## src/rtl/gpp_apb_regbank.sv

```systemverilog
// gpp_apb_regbank: parametrised APB3 slave register bank for the GPP
// test/peripheral space (successor of the fixed 32x32 GPP regfile).
//
// Optional feature macro: GPP_REGBANK_IRQ_EN
//   defined   -> adds irq / irq_ack; a committed write of bit0=1 (lane 0
//                enabled) to reg 0 raises a sticky irq, cleared by irq_ack
//                (a set on the same edge as an ack wins).
//   undefined -> no irq ports, reg 0 is an ordinary RW register.
//
// Ports
//   HCLK, HRESET      clock, synchronous active-high reset
//   PADDR..PSTRB      APB3 request (address, data, direction, select,
//                     enable, byte strobes)
//   PRDATA            read data, zero whenever PREADY is low
//   PREADY, PSLVERR   registered completion / error response
//   gpp_q             RW register contents, reg i at [32*i+:32], RO slots 0
//   gpp_wr_pulse      one-cycle commit strobe per register
//   ro_d              status inputs for the top NUM_RO indices
//   irq, irq_ack      (GPP_REGBANK_IRQ_EN only) sticky interrupt / ack

module gpp_apb_regbank #(
    parameter int          APB_ADDR_WIDTH = 12,
    parameter int          NUM_REGS       = 32,
    parameter int          NUM_RO         = 4,
    parameter int          WAIT_STATES    = 1,
    parameter logic [31:0] RESET_VAL      = 32'h0
) (
    input  logic                                   HCLK,
    input  logic                                   HRESET,
    input  logic [APB_ADDR_WIDTH-1:0]              PADDR,
    input  logic [31:0]                            PWDATA,
    input  logic                                   PWRITE,
    input  logic                                   PSEL,
    input  logic                                   PENABLE,
    input  logic [3:0]                             PSTRB,
    output logic [31:0]                            PRDATA,
    output logic                                   PREADY,
    output logic                                   PSLVERR,
    output logic [NUM_REGS*32-1:0]                 gpp_q,
    output logic [NUM_REGS-1:0]                    gpp_wr_pulse,
`ifdef GPP_REGBANK_IRQ_EN
    output logic                                   irq,
    input  logic                                   irq_ack,
`endif
    input  logic [((NUM_RO > 0) ? NUM_RO : 1)*32-1:0] ro_d
);

    localparam int IDXW      = $clog2(NUM_REGS);
    localparam int NUM_RW    = NUM_REGS - NUM_RO;
    localparam int WCNT_INIT = (WAIT_STATES > 0) ? WAIT_STATES - 1 : 0;

    typedef enum logic [1:0] {
        IDLE = 2'd0,
        WAIT = 2'd1,
        RESP = 2'd2
    } state_t;

    state_t state_q, state_d;

    logic [2:0]                wcnt_q, wcnt_d;
    logic                      ready_q, ready_d;
    logic                      slverr_q, slverr_d;
    logic [31:0]               prdata_q, prdata_d;
    logic [NUM_REGS-1:0]       pulse_q;

    logic [APB_ADDR_WIDTH-1:0] addr_q;
    logic [31:0]               wdata_q;
    logic                      write_q;
    logic [3:0]                strb_q;

    logic [31:0]               regs_q [NUM_RW];

    logic                      capture;
    logic                      commit;

    // Decode works on the live bus while the setup phase is being
    // accepted (so zero-wait reads can respond immediately), and on the
    // captured request afterwards.
    logic [APB_ADDR_WIDTH-1:0] dec_addr;
    logic                      dec_write;
    logic [IDXW-1:0]           idx;
    logic [31:0]               idx_w;
    logic [APB_ADDR_WIDTH-1:0] hi_bits;
    logic                      err;
    logic [31:0]               rd_data;

    assign dec_addr  = (state_q == IDLE) ? PADDR : addr_q;
    assign dec_write = (state_q == IDLE) ? PWRITE : write_q;
    assign idx       = dec_addr[IDXW+1:2];
    assign idx_w     = 32'(idx);
    assign hi_bits   = dec_addr >> (IDXW + 2);

    assign err = (dec_addr[1:0] != 2'b00)
              || (idx_w >= 32'(NUM_REGS))
              || (|hi_bits)
              || (dec_write && (idx_w >= 32'(NUM_RW)));

    always_comb begin
        rd_data = '0;
        for (int i = 0; i < NUM_RW; i++) begin
            if (idx == IDXW'(i)) begin
                rd_data = regs_q[i];
            end
        end
        for (int k = 0; k < NUM_RO; k++) begin
            if (idx == IDXW'(NUM_RW + k)) begin
                rd_data = ro_d[32*k +: 32];
            end
        end
    end

    // Response value presented together with PREADY: reads return data,
    // writes and errored transfers return zero.
    logic [31:0] resp_data;
    assign resp_data = (dec_write || err) ? '0 : rd_data;

    always_comb begin
        state_d  = state_q;
        wcnt_d   = wcnt_q;
        ready_d  = 1'b0;
        slverr_d = 1'b0;
        prdata_d = '0;
        capture  = 1'b0;
        commit   = 1'b0;
        unique case (state_q)
            IDLE: begin
                if (PSEL && !PENABLE) begin
                    capture = 1'b1;
                    if (WAIT_STATES == 0) begin
                        state_d  = RESP;
                        ready_d  = 1'b1;
                        slverr_d = err;
                        prdata_d = resp_data;
                    end else begin
                        state_d = WAIT;
                        wcnt_d  = 3'(WCNT_INIT);
                    end
                end
            end
            WAIT: begin
                if (!PSEL) begin
                    state_d = IDLE;
                end else if (wcnt_q == 3'd0) begin
                    state_d  = RESP;
                    ready_d  = 1'b1;
                    slverr_d = err;
                    prdata_d = resp_data;
                end else begin
                    wcnt_d = wcnt_q - 3'd1;
                end
            end
            RESP: begin
                state_d = IDLE;
                commit  = PSEL && PENABLE && write_q && !slverr_q;
            end
            default: begin
                state_d = IDLE;
            end
        endcase
    end

    always_ff @(posedge HCLK) begin
        if (HRESET) begin
            state_q  <= IDLE;
            wcnt_q   <= '0;
            ready_q  <= 1'b0;
            slverr_q <= 1'b0;
            prdata_q <= '0;
            pulse_q  <= '0;
            addr_q   <= '0;
            wdata_q  <= '0;
            write_q  <= 1'b0;
            strb_q   <= '0;
            for (int i = 0; i < NUM_RW; i++) begin
                regs_q[i] <= RESET_VAL;
            end
        end else begin
            state_q  <= state_d;
            wcnt_q   <= wcnt_d;
            ready_q  <= ready_d;
            slverr_q <= slverr_d;
            prdata_q <= prdata_d;
            if (capture) begin
                addr_q  <= PADDR;
                wdata_q <= PWDATA;
                write_q <= PWRITE;
                strb_q  <= PSTRB;
            end
            for (int i = 0; i < NUM_RW; i++) begin
                if (commit && idx == IDXW'(i)) begin
                    for (int b = 0; b < 4; b++) begin
                        if (strb_q[b]) begin
                            regs_q[i][8*b +: 8] <= wdata_q[8*b +: 8];
                        end
                    end
                end
            end
            if (commit) begin
                pulse_q <= {{(NUM_REGS-1){1'b0}}, 1'b1} << idx;
            end else begin
                pulse_q <= '0;
            end
        end
    end

`ifdef GPP_REGBANK_IRQ_EN
    logic irq_q;
    logic irq_set;

    assign irq_set = commit && (idx == '0) && wdata_q[0] && strb_q[0];

    always_ff @(posedge HCLK) begin
        if (HRESET) begin
            irq_q <= 1'b0;
        end else if (irq_set) begin
            irq_q <= 1'b1;
        end else if (irq_ack) begin
            irq_q <= 1'b0;
        end
    end

    assign irq = irq_q;
`endif

    for (genvar g = 0; g < NUM_REGS; g++) begin : g_out
        if (g < NUM_RW) begin : g_rw
            assign gpp_q[32*g +: 32] = regs_q[g];
        end else begin : g_ro
            assign gpp_q[32*g +: 32] = '0;
        end
    end

    assign PRDATA       = prdata_q;
    assign PREADY       = ready_q;
    assign PSLVERR      = slverr_q;
    assign gpp_wr_pulse = pulse_q;

endmodule

```

## config.mk

```make
export PLATFORM = sky130hd
export DESIGN_NAME = gpp_apb_regbank
export DESIGN_NICKNAME = d
export VERILOG_FILES = /design/src/rtl/gpp_apb_regbank.sv
export SDC_FILE = /design/constraint.sdc
export NUM_CORES = 2
export LEC_CHECK = 0
export CAP_MARGIN = 20
export CELL_PAD_IN_SITES_DETAIL_PLACEMENT = 1
export CELL_PAD_IN_SITES_GLOBAL_PLACEMENT = 1
export CORE_AREA = 2 2 499 501
export CTS_CLUSTER_SIZE = 30
export DETAILED_ROUTE_END_ITERATION = 7
export DIE_AREA = 0 0 501 503
export GPL_TIMING_DRIVEN = 1
export PLACE_DENSITY = 0.45
export SYNTH_ARGS = -nofsm -noshare
export SYNTH_HDL_FRONTEND = slang
export SYNTH_SLANG_ARGS = --single-unit
```

## constraint.sdc

```tcl
create_clock -name HCLK -period 8.75 [get_ports HCLK]
set_clock_uncertainty 0.1 [all_clocks]
set_input_delay 1.75 -clock HCLK [delete_from_list [all_inputs] [get_ports HCLK]]
set_output_delay 1.75 -clock HCLK [all_outputs]
set_load 0.03 [all_outputs]
```

==> summary.md <==
| Metric | Value |
|---|---|
| Run status | finished clean |
| Clock buffer count from CTS | 132 |
| GPL Wtd Cong | 0.8969 |
| Final TNS setup | 0 ns |
| TritonRoute pass-1 iters | 6 |
| Worst vdd ir | 0.0001505 V |
| CP cell instances | clkdlybuf4s50_1 -> or4b_1 -> o21ai_2 -> buf_4 -> and2_1 -> nand2_2 -> buf_4 -> o22ai_1 -> a211oi_1 -> a221oi_1 -> buf_4 -> o32ai_1 |
| Layout cells sized above 1 | 8.286% |
| Postcts setup bufs | 0 |
| Max-slew violation total from the final report | 0 |
| CP peak stage delay | 0.70 ns |
| Max Cap Viol | 0 |
| DR iter-0 viols | 4149 |
| Distinct cells, synth | 69 |
| Final Hold Fails | 0 |
| Die height | 503 um |
| Post-CTS sizing | 0 |
| Via-to-Cell Ratio | 4.700 |
| Htree depth | 4 |
| Clock Sinks | 1016 |
| First-pass GRT wire length | 406.1 mm |
| CP max stage cell | a221oi_1 |
| DRT antenna net count | 0 |
| Area Growth Syn to Fin | 46.00% |
| Nets | 4842 |
| Per-cell routed wire length | 40.06 um |
| Row count | 183 |
| Mapped Cells | 3545 |
| Cts hold-fix bufs | 0 |
| Gr usage total | 24.52% |
| Largest net degree at the start of global routing | 122 |
| Relative slew slack | 11.66% |
| TritonCTS clock tree | built |
| Die area | 0.2520 mm^2 |
| Min Hold Slack | 0.3571 ns |
| Crit path max fanout | 36 |
| Via count | 37670 |
| Initial Util | 17.38% |
| Ys flop type | edfxtp_1 |
| Setup crit start kind | input pin |
| Clock Tree Buf Depth | 3 |
| Reg2reg setup slack | 3.94 ns |
| Top cell by count, worst path | buf_4 |
| Root buffer cell | clkbuf_16 |
| Post-Layout Inst Area | 0.06271 mm^2 |
| PortBufs | 1142 |
| Initial antenna violation count | 34 |
| Crit Path Category | input pin to flip-flop |
| Total Wirelength | 321.1 mm |
| Post-synthesis instance area | 0.04295 mm^2 |
| EDFF count, synth | 896 |
| Placement Cell Area | 0.05803 mm^2 |
| Synthesized area per cell | 12.12 um^2 |
| #FFs+latches synth | 1016 |
| Fillers | 27180 |
| Final min period | 5.717 ns |
| CP required | 9.27 ns |
| PwrDens | 214.2 mW/mm^2 |
| Final Cycle Share | 65.33% |
| RSZ-0062 raised after global routing | no |
| Clock latency on the worst-skew pair | 0.81 ns |
| I/O pins | 1271 |
| Final setup vio count | 0 |
| Seq/Total Area, Yosys | 68.24% |
| Fmax | 174.9 MHz |
| Ys async rst share | 0% |
| Worst hold path class | flip-flop to flip-flop |
| Die width | 501 um |
| Crit. End Element | flip-flop |
| Vias in the first global route | 37420 |
| Gr ovfl total | 0 |
| Leak pwr | 20.72 nW |
| Ys Warns | 0 |
| Core ar. | 0.2471 mm^2 |
| Critical path arrival | 6.24 ns |
| Worst slew pin tran | 1.325 ns |
| DP HPWL | 256.5 mm |
| Residual DRC count | 0 |
| Clock transition at path regs | 0.06 ns |
[registers in the layout, indices dropped and copies added (netlist names)]
name / flops
PRDATA: 32
PREADY: 1
PSLVERR: 1
addr_q: 12
gpp_wr_pulse: 32
regs_q: 896
state_q: 2
strb_q: 4
wcnt_q: 3
wdata_q: 32
write_q: 1
[worst max-delay path, delay by kind of cell]
kind | cells | cell delay [ns]
AOI/OAI and AO/OA | 5 | 1.25
and+or+nand+nor | 3 | 1.43
buffers and inverters | 4 | 1.76
[cells in the mapped netlist (all sizes together), types with 5 or more instances]
master	count	area, um^2
o21ai	138	701.9
o32ai	24	210.2
nor3	20	111.4
a221oi	39	341.6
o221ai	68	595.6
a2bb2oi	24	210.2
a22o	25	219.0
a221o	5	50.05
o22ai	98	613.1
edfxtp	896	26910
buf	205	1301
a22oi	118	885.9
a21o	40	300.3
inv	36	135.1
a31oi	29	187.7
o211ai	32	240.2
a211oi	38	290.3
nand4	7	43.79
a21oi	191	955.9
o2111ai	25	219.0
nor4	11	68.82
nand2	214	805.8
a222oi	37	370.4
dfxtp	120	2402
o21bai	56	420.4
nor2	711	2676
clkbuf	216	810.8
nand2b	53	331.6
and2	8	50.05
nand3	13	70.07
[cell families after synthesis]
group,Yosys count,share of synthesized area (%)
buffers and inverters,457,5.232
DFF,1016,68.24
other,1,0.008731
AOI/OAI and AO/OA,1002,16.17
xor gates and xnor gates,2,0.04079
adders and majority gates,2,0.05826
muxes,8,0.1981
and+or+nand+nor,1057,10.05
[worst paths after layout]
kind,to,cells after the start,startpoint
max,PRDATA[8]$_SDFF_PP0_,12,PADDR[5]
min,wdata_q[27]$_SDFFE_PP0P_,2,wdata_q[27]$_SDFFE_PP0P_
max reg2reg,PRDATA[8]$_SDFF_PP0_,11,state_q[1]$_SDFFE_PP0P_
min reg2reg,wdata_q[27]$_SDFFE_PP0P_,2,wdata_q[27]$_SDFFE_PP0P_
[power by group]
group | leakage (nW) | internal, mW | switching (mW)
Sequential | 10.2 | 5.46 | 0.196
Clock | 2.24 | 3.46 | 2.46
Combinational | 8.29 | 0.535 | 1.33
[cells in the final DEF, fill, tap and decap left out, drive strengths merged, types with 24 or more instances in the layout]
| master | count |
|---|---|
| o221ai | 68 |
| o211ai | 32 |
| o32ai | 24 |
| o2111ai | 25 |
| a22o | 25 |
| a2bb2oi | 24 |
| edfxtp | 896 |
| o21bai | 56 |
| inv | 42 |
| clkinv | 47 |
| a22oi | 118 |
| a222oi | 37 |
| a31oi | 29 |
| clkbuf | 170 |
| a21o | 40 |
| dfxtp | 120 |
| a211oi | 38 |
| nand2b | 53 |
| nor2 | 711 |
| o21ai | 138 |
| a221oi | 39 |
| clkdlybuf4s50 | 1141 |
| nand2 | 214 |
| o22ai | 98 |
| a21oi | 191 |
| conb | 128 |
| buf | 133 |
[layer usage]
| metal | routed length (um) | up-vias | GRT usage, % |
|---|---|---|---|
| met5 | 214 | - | 0 |
| met4 | 11300 | 32 | 8.323 |
| met3 | 25640 | 314 | 5.953 |
| li1 | - | 15350 | - |
| met2 | 155400 | 2058 | 41.59 |
| met1 | 128500 | 19920 | 30.28 |
[area by class of cell]
cell class / count / area, um^2 / area share, %
Inverter: 36 / 135.1 / 0.2155
Tap cell: 3237 / 4050 / 6.459
Clock buffer: 170 / 3557 / 5.673
Timing Repair Buffer: 1274 / 12450 / 19.85
Sequential cell: 1016 / 29310 / 46.74
Clock inverter: 72 / 1055 / 1.682
Multi-Input combinational cell: 2199 / 12130 / 19.34
Antenna cell: 11 / 27.53 / 0.04390
[stage by stage]
step / worst slack, ns / util (%) / total power [mW] / std cells
after global routing: 2.853 / 25.37 / 13.77 / 8006
after detailed placement: 2.227 / 23.49 / 7.643 / 7757
after floorplan: 4.272 / - / 6.530 / 3672
final: 3.033 / 25.38 / 13.43 / 8015
after global placement: 2.327 / 23.48 / 7.644 / 7753
after CTS: 3.156 / 25.35 / 13.58 / 7999
Power figures use the tool's default switching activity.
